===== src/rtl/pc_fetch_ctrl.sv =====
// Fetch sequencer: drives the PC register and a single-outstanding imem port,
// and hands fetched instructions to IF/ID, squashing them on redirect.
module pc_fetch_ctrl #(
  parameter int                    ADDR_WIDTH   = 32,
  parameter int                    DATA_WIDTH   = 32,
  parameter logic [ADDR_WIDTH-1:0] RESET_VECTOR = '0,
  parameter int                    INSTR_BYTES  = 4
) (
  input  logic                  clk,
  input  logic                  rst_n,
  input  logic [ADDR_WIDTH-1:0] pc_cur,
  output logic                  pc_write,
  output logic [ADDR_WIDTH-1:0] pc_next,
  output logic                  imem_req,
  output logic [ADDR_WIDTH-1:0] imem_addr,
  input  logic                  imem_gnt,
  input  logic                  imem_rvalid,
  input  logic [DATA_WIDTH-1:0] imem_rdata,
  input  logic                  stall_i,
  input  logic                  redirect_valid,
  input  logic [ADDR_WIDTH-1:0] redirect_target,
  output logic                  if_valid,
  output logic [DATA_WIDTH-1:0] if_instr,
  output logic [ADDR_WIDTH-1:0] if_pc
);

  typedef enum logic [1:0] {
    S_BOOT,
    S_REQ,
    S_WAIT,
    S_HOLD
  } state_e;

  localparam logic [ADDR_WIDTH-1:0] INC = ADDR_WIDTH'(INSTR_BYTES);

  state_e                state_q, state_d;
  logic                  kill_q, kill_d;
  logic [ADDR_WIDTH-1:0] req_pc_q, req_pc_d;
  logic                  if_valid_q, if_valid_d;
  logic [DATA_WIDTH-1:0] if_instr_q, if_instr_d;
  logic [ADDR_WIDTH-1:0] if_pc_q, if_pc_d;

  logic                  pc_write_c;
  logic [ADDR_WIDTH-1:0] pc_next_c;
  logic                  req_c;

  always_comb begin
    state_d    = state_q;
    kill_d     = kill_q;
    req_pc_d   = req_pc_q;
    if_valid_d = if_valid_q;
    if_instr_d = if_instr_q;
    if_pc_d    = if_pc_q;
    pc_write_c = 1'b0;
    pc_next_c  = pc_cur;
    req_c      = 1'b0;
    unique case (state_q)
      S_BOOT: begin
        pc_write_c = 1'b1;
        pc_next_c  = RESET_VECTOR;
        state_d    = S_REQ;
      end
      S_REQ: begin
        req_c = 1'b1;
        if (imem_gnt) begin
          req_pc_d   = pc_cur;
          pc_write_c = 1'b1;
          pc_next_c  = pc_cur + INC;
          kill_d     = redirect_valid;
          state_d    = S_WAIT;
        end
      end
      S_WAIT: begin
        if (imem_rvalid) begin
          kill_d  = 1'b0;
          state_d = S_REQ;
          if (!kill_q && !redirect_valid) begin
            if_valid_d = 1'b1;
            if_instr_d = imem_rdata;
            if_pc_d    = req_pc_q;
            state_d    = S_HOLD;
          end
        end else if (redirect_valid) begin
          kill_d = 1'b1;
        end
      end
      S_HOLD: begin
        if (redirect_valid || !stall_i) begin
          if_valid_d = 1'b0;
          state_d    = S_REQ;
        end
      end
      default: state_d = S_BOOT;
    endcase
    // RESET_VECTOR must win over any redirect seen while booting
    if (redirect_valid && state_q != S_BOOT) begin
      pc_write_c = 1'b1;
      pc_next_c  = redirect_target;
    end
  end

  always_ff @(posedge clk or negedge rst_n) begin
    if (!rst_n) begin
      state_q    <= S_BOOT;
      kill_q     <= 1'b0;
      req_pc_q   <= '0;
      if_valid_q <= 1'b0;
      if_instr_q <= '0;
      if_pc_q    <= '0;
    end else begin
      state_q    <= state_d;
      kill_q     <= kill_d;
      req_pc_q   <= req_pc_d;
      if_valid_q <= if_valid_d;
      if_instr_q <= if_instr_d;
      if_pc_q    <= if_pc_d;
    end
  end

  assign pc_write  = rst_n & pc_write_c;
  assign pc_next   = pc_next_c;
  assign imem_req  = rst_n & req_c;
  assign imem_addr = pc_cur;
  assign if_valid  = if_valid_q;
  assign if_instr  = if_instr_q;
  assign if_pc     = if_pc_q;

endmodule


===== config.mk =====
export PLATFORM = sky130hd
export DESIGN_NAME = pc_fetch_ctrl
export DESIGN_NICKNAME = d
export VERILOG_FILES = /design/src/rtl/pc_fetch_ctrl.sv
export SDC_FILE = /design/constraint.sdc
export NUM_CORES = 1
export LEC_CHECK = 0
export ABC_CLOCK_PERIOD_IN_PS = 2710
export BUFFER_PORTS_ARGS = -buffer_cell sky130_fd_sc_hd__buf_2
export CORE_ASPECT_RATIO = 0.6
export CORE_MARGIN = 3
export CORE_UTILIZATION = 40
export DETAILED_ROUTE_END_ITERATION = 12
export GPL_ROUTABILITY_DRIVEN = 0
export PLACE_DENSITY = 0.7
export SYNTH_ARGS = -nofsm -noshare
export SYNTH_HDL_FRONTEND = slang
export SYNTH_SLANG_ARGS = --single-unit
export TNS_END_PERCENT = 1

===== constraint.sdc =====
create_clock -name clk -period 2.71 [get_ports clk]
set_input_delay 0.4065 -clock clk [delete_from_list [all_inputs] [get_ports clk]]
set_output_delay 0.4065 -clock clk [all_outputs]
set_load 0.05 [all_outputs]

==> results.sh <==
export IMPL_finalWirelength_mm=17.6
export IMPL_ys_flop_type="sky130_fd_sc_hd__dfrtp_1"
export IMPL_timing_critical_path_cells="inv_2, ha_4, and4_4, buf_6, nand3_4, or3_4, o211a_1, a211o_1, buf_6"
export IMPL_via_count=5144
export IMPL_die_w_um=154
export IMPL_critical_path_peak_fanout=5
export IMPL_post_synthesis_cell_area_mm2=0.00523
export IMPL_critical_path_top_cell_by_count="sky130_fd_sc_hd__buf_6"
export IMPL_number_of_enable_type_register_cells_in_the_synthesized_netlist=0
export IMPL_path_class="flop to primary output"
export IMPL_filler_cell_count=1079
export IMPL_port_buffer_count=232
export IMPL_postSynthRegisterBits=100
export IMPL_root_buffer="sky130_fd_sc_hd__clkbuf_16"
export IMPL_number_of_placed_i_o_pins=233
export IMPL_grt_overflow=0
export IMPL_timing_critical_path_from_type="flop"
export IMPL_hold_class="primary input to async pin"
export IMPL_number_of_buffers_added_by_the_clock_tree_synthesis_step=9
export IMPL_grt_start_max_net_pins=72
export IMPL_clk_insertion_delay_late_ps=340
export IMPL_worstSetupEndpointType="primary output"
export IMPL_cp_num_cells=9
export IMPL_core_mm2=0.0124
export IMPL_chipHeight_um=94.6
export IMPL_avgSynthCellArea_um2=9.76
export IMPL_clock_path_buffers=2
export IMPL_ys_warnings_count=0
export IMPL_min_period_over_period_pct=107
export IMPL_syn_to_final_growth_pct=40.1
export IMPL_synth_async_sr_flop_share_pct=100
export IMPL_worst_slew_pin_transition_ps=583
export IMPL_antennaDiodeCount=0
export IMPL_max_freq_mhz=346
export IMPL_wl_per_cell_um=18.7
export IMPL_synth_yosys_seq_area_share_pct=47.9
export IMPL_ctsHoldBuffers=0
export IMPL_slew_violations=0
export IMPL_critical_path_top_delay_family="simple AND/OR/NAND/NOR gates"
export IMPL_setup_repair_after_global_routing_missed_its_margin="yes"
export IMPL_failed_checks="setup timing"
export IMPL_total_power_mw=9.11
export IMPL_hold_viol_final=0
export IMPL_viasPerCell=5.44
export IMPL_fin_nets=882
export IMPL_number_of_remaining_drc_errors=0
export IMPL_place_area_mm2=0.00681
export IMPL_multi_input_gate_area_mm2=0.00249
export IMPL_slew_headroom_pct=61.2
export IMPL_ff2ff_path_depth=7
export IMPL_irDropWorstVdd_mv=0.783
export IMPL_worst_path_largest_cell_delay_ps=400
export IMPL_power_leakage_nw=3.82
export IMPL_first_global_vias=5007
export IMPL_floorplan_die_area_mm2=0.0145
export IMPL_cap_violations=0
export IMPL_run_status="complete, but fails checks"
export IMPL_drt_pass1_iterations=5
export IMPL_htree_levels=3
export IMPL_cp_data_arrival_time_ps=2480
export IMPL_dp_final_hpwl_mm=13.4
export IMPL_finalCoreUtilization_pct=59.0
export IMPL_first_pass_grt_wire_length_mm=27.0
export IMPL_initial_utilization_pct=42.1
export IMPL_power_density_mw_per_mm2=1240
export IMPL_synth_cell_type_count=43
export IMPL_cts_clk_slew_worst_paths_ps=70
export IMPL_net_count_of_the_mapped_netlist=643
export IMPL_tritoncts="done"
export IMPL_antenna_left=0
export IMPL_numClockSinks=100
export IMPL_groute_usage_overall_pct=23.8
export IMPL_critical_path_slowest_cell="sky130_fd_sc_hd__dfrtp_1"
export IMPL_worst_path_buf_inv=3
export IMPL_period_needed_ps=2890
export IMPL_fin_skew_ps=3.99
export IMPL_post_route_worst_setup_slack_ps=-179
export IMPL_layout_cell_area_excl_fill_mm2=0.00732
export IMPL_cp_data_required_time_ps=2300
export IMPL_drt_initial_drc_count=334
export IMPL_post_synth_inst_count=536
export IMPL_grt_antenna_before_repair=0
export IMPL_rows=31
export IMPL_area_sequential_mm2=0.00250
export IMPL_setup_viol_count_final=15
export IMPL_post_route_cells_drive_above_1_share_pct=51.2
[report_power, final]
part	switching (mW)	internal, mW
sequential	0.374	2.18
combinational	3.67	1.55
clock	0.601	0.733
total	4.65	4.47
[stage by stage]
stage	TNS, ps	hold slack [ps]	setup WS, ps	instances
after floorplan	-3170	111	-404	536
after global placement	-959	382	-249	927
after detailed placement	-1080	395	-240	927
after CTS	-636	38.3	-145	945
after global routing	-2570	39.2	-242	945
final	-1150	20.5	-179	945
[registers in the layout, summed over array words and instances (netlist names)]
| name | count |
|---|---|
| if_valid | 1 |
| state_q | 2 |
| if_instr | 32 |
| req_pc_q | 32 |
| if_pc | 32 |
| kill_q | 1 |
[final cells by class]
cell class / instances / share of cell area, %
multi-input combinational: 370 / 34.0
clock inverter: 7 / 1.13
clock buffer: 9 / 3.07
tap: 165 / 2.82
timing repair buffer: 287 / 24.5
inverter: 7 / 0.359
sequential: 100 / 34.2
[path summary, 6_finish.rpt]
kind	start	endpoint	slack, ps
worst min register to register	req_pc_q[18]$_DFFE_PN0N_	req_pc_q[18]$_DFFE_PN0N_	470
worst max-delay path	state_q[1]$_DFFE_PN0P_	pc_next[29]	-180
worst min-delay path	rst_n	kill_q$_DFFE_PN0P_	20
min in group clk	imem_rdata[14]	if_instr[14]$_DFFE_PN0P_	290
max in group asynchronous	rst_n	if_pc[1]$_DFFE_PN0P_	1950
worst max register to register	state_q[0]$_DFFE_PN0P_	if_instr[2]$_DFFE_PN0P_	280
[layout by cell type, fill, tap and decap left out, types with 4 or more instances in the layout]
cell,Yosys,final
sky130_fd_sc_hd__buf_2,2,205
sky130_fd_sc_hd__nand2_1,150,149
sky130_fd_sc_hd__dfrtp_1,100,100
sky130_fd_sc_hd__mux2_2,65,65
sky130_fd_sc_hd__buf_4,33,59
sky130_fd_sc_hd__nand3_1,29,25
sky130_fd_sc_hd__o211ai_1,17,17
sky130_fd_sc_hd__nor2_1,13,11
sky130_fd_sc_hd__buf_6,1,10
sky130_fd_sc_hd__nand4_1,9,9
sky130_fd_sc_hd__clkbuf_16,0,9
sky130_fd_sc_hd__buf_12,0,9
sky130_fd_sc_hd__a21oi_1,7,7
sky130_fd_sc_hd__or4_1,8,6
sky130_fd_sc_hd__inv_1,7,5
sky130_fd_sc_hd__o21ai_0,7,5
sky130_fd_sc_hd__and4_1,5,4
sky130_fd_sc_hd__or4_4,2,4
sky130_fd_sc_hd__nor4_1,4,4
sky130_fd_sc_hd__o311ai_2,1,4
sky130_fd_sc_hd__and2_1,5,4
sky130_fd_sc_hd__clkbuf_4,0,4
[routing by layer]
metal / wire length (um) / vias up / GRT usage [%]
li1: - / 2324 / -
met1: 7900 / 2532 / 32.5
met2: 7910 / 261 / 38.0
met3: 1590 / 27 / 6.32
met5: 0 / - / 0
met4: 249 / 0 / 6.02
[logic make-up after synthesis]
group | Yosys count | share of synthesized area, %
multiplexers | 65 | 14.0
flip-flops | 100 | 47.9
XOR/XNOR | 1 | 0.168
AO/OA/AOI/OAI | 56 | 7.85
AND/OR/NAND/NOR | 243 | 21.6
buffers and inverters | 66 | 7.30
adder cells (fa/ha/maj) | 5 | 1.20
[synth_stat cells (2+ instances only)]
master,count,area [um2]
sky130_fd_sc_hd__nand2b_1,4,25.0
sky130_fd_sc_hd__o21a_1,3,22.5
sky130_fd_sc_hd__and3_1,2,12.5
sky130_fd_sc_hd__clkbuf_1,20,75.1
sky130_fd_sc_hd__nand4_1,9,56.3
sky130_fd_sc_hd__or4_1,8,60.1
sky130_fd_sc_hd__and4_1,5,43.8
sky130_fd_sc_hd__buf_4,33,248
sky130_fd_sc_hd__nor3_1,3,15.0
sky130_fd_sc_hd__and2_1,5,31.3
sky130_fd_sc_hd__o311ai_0,7,61.3
sky130_fd_sc_hd__nor2_1,13,48.8
sky130_fd_sc_hd__nand3_1,29,145
sky130_fd_sc_hd__a221oi_1,2,17.5
sky130_fd_sc_hd__a21oi_1,7,35.0
sky130_fd_sc_hd__o211ai_1,17,128
sky130_fd_sc_hd__buf_2,2,10.0
sky130_fd_sc_hd__mux2_2,65,732
sky130_fd_sc_hd__o31ai_1,2,15.0
sky130_fd_sc_hd__o21ai_0,7,35.0
sky130_fd_sc_hd__a31oi_1,3,18.8
sky130_fd_sc_hd__ha_1,5,62.6
sky130_fd_sc_hd__or3_1,3,18.8
sky130_fd_sc_hd__inv_1,7,26.3
sky130_fd_sc_hd__nor4_1,4,25.0
sky130_fd_sc_hd__dfrtp_1,100,2500
sky130_fd_sc_hd__nand4_2,2,25.0
sky130_fd_sc_hd__a32oi_1,2,17.5
sky130_fd_sc_hd__nand2_1,150,563
sky130_fd_sc_hd__or4_4,2,22.5
sky130_fd_sc_hd__buf_1,3,11.3
[repair_timing]
action / in CTS / in global routing
setup endpoints to repair: 29 / 28
pin swaps: 7 / 2
setup buffers: 2 / 0
resized for setup: 34 / 24
Note: power is estimated with default switching activity, not from simulation.
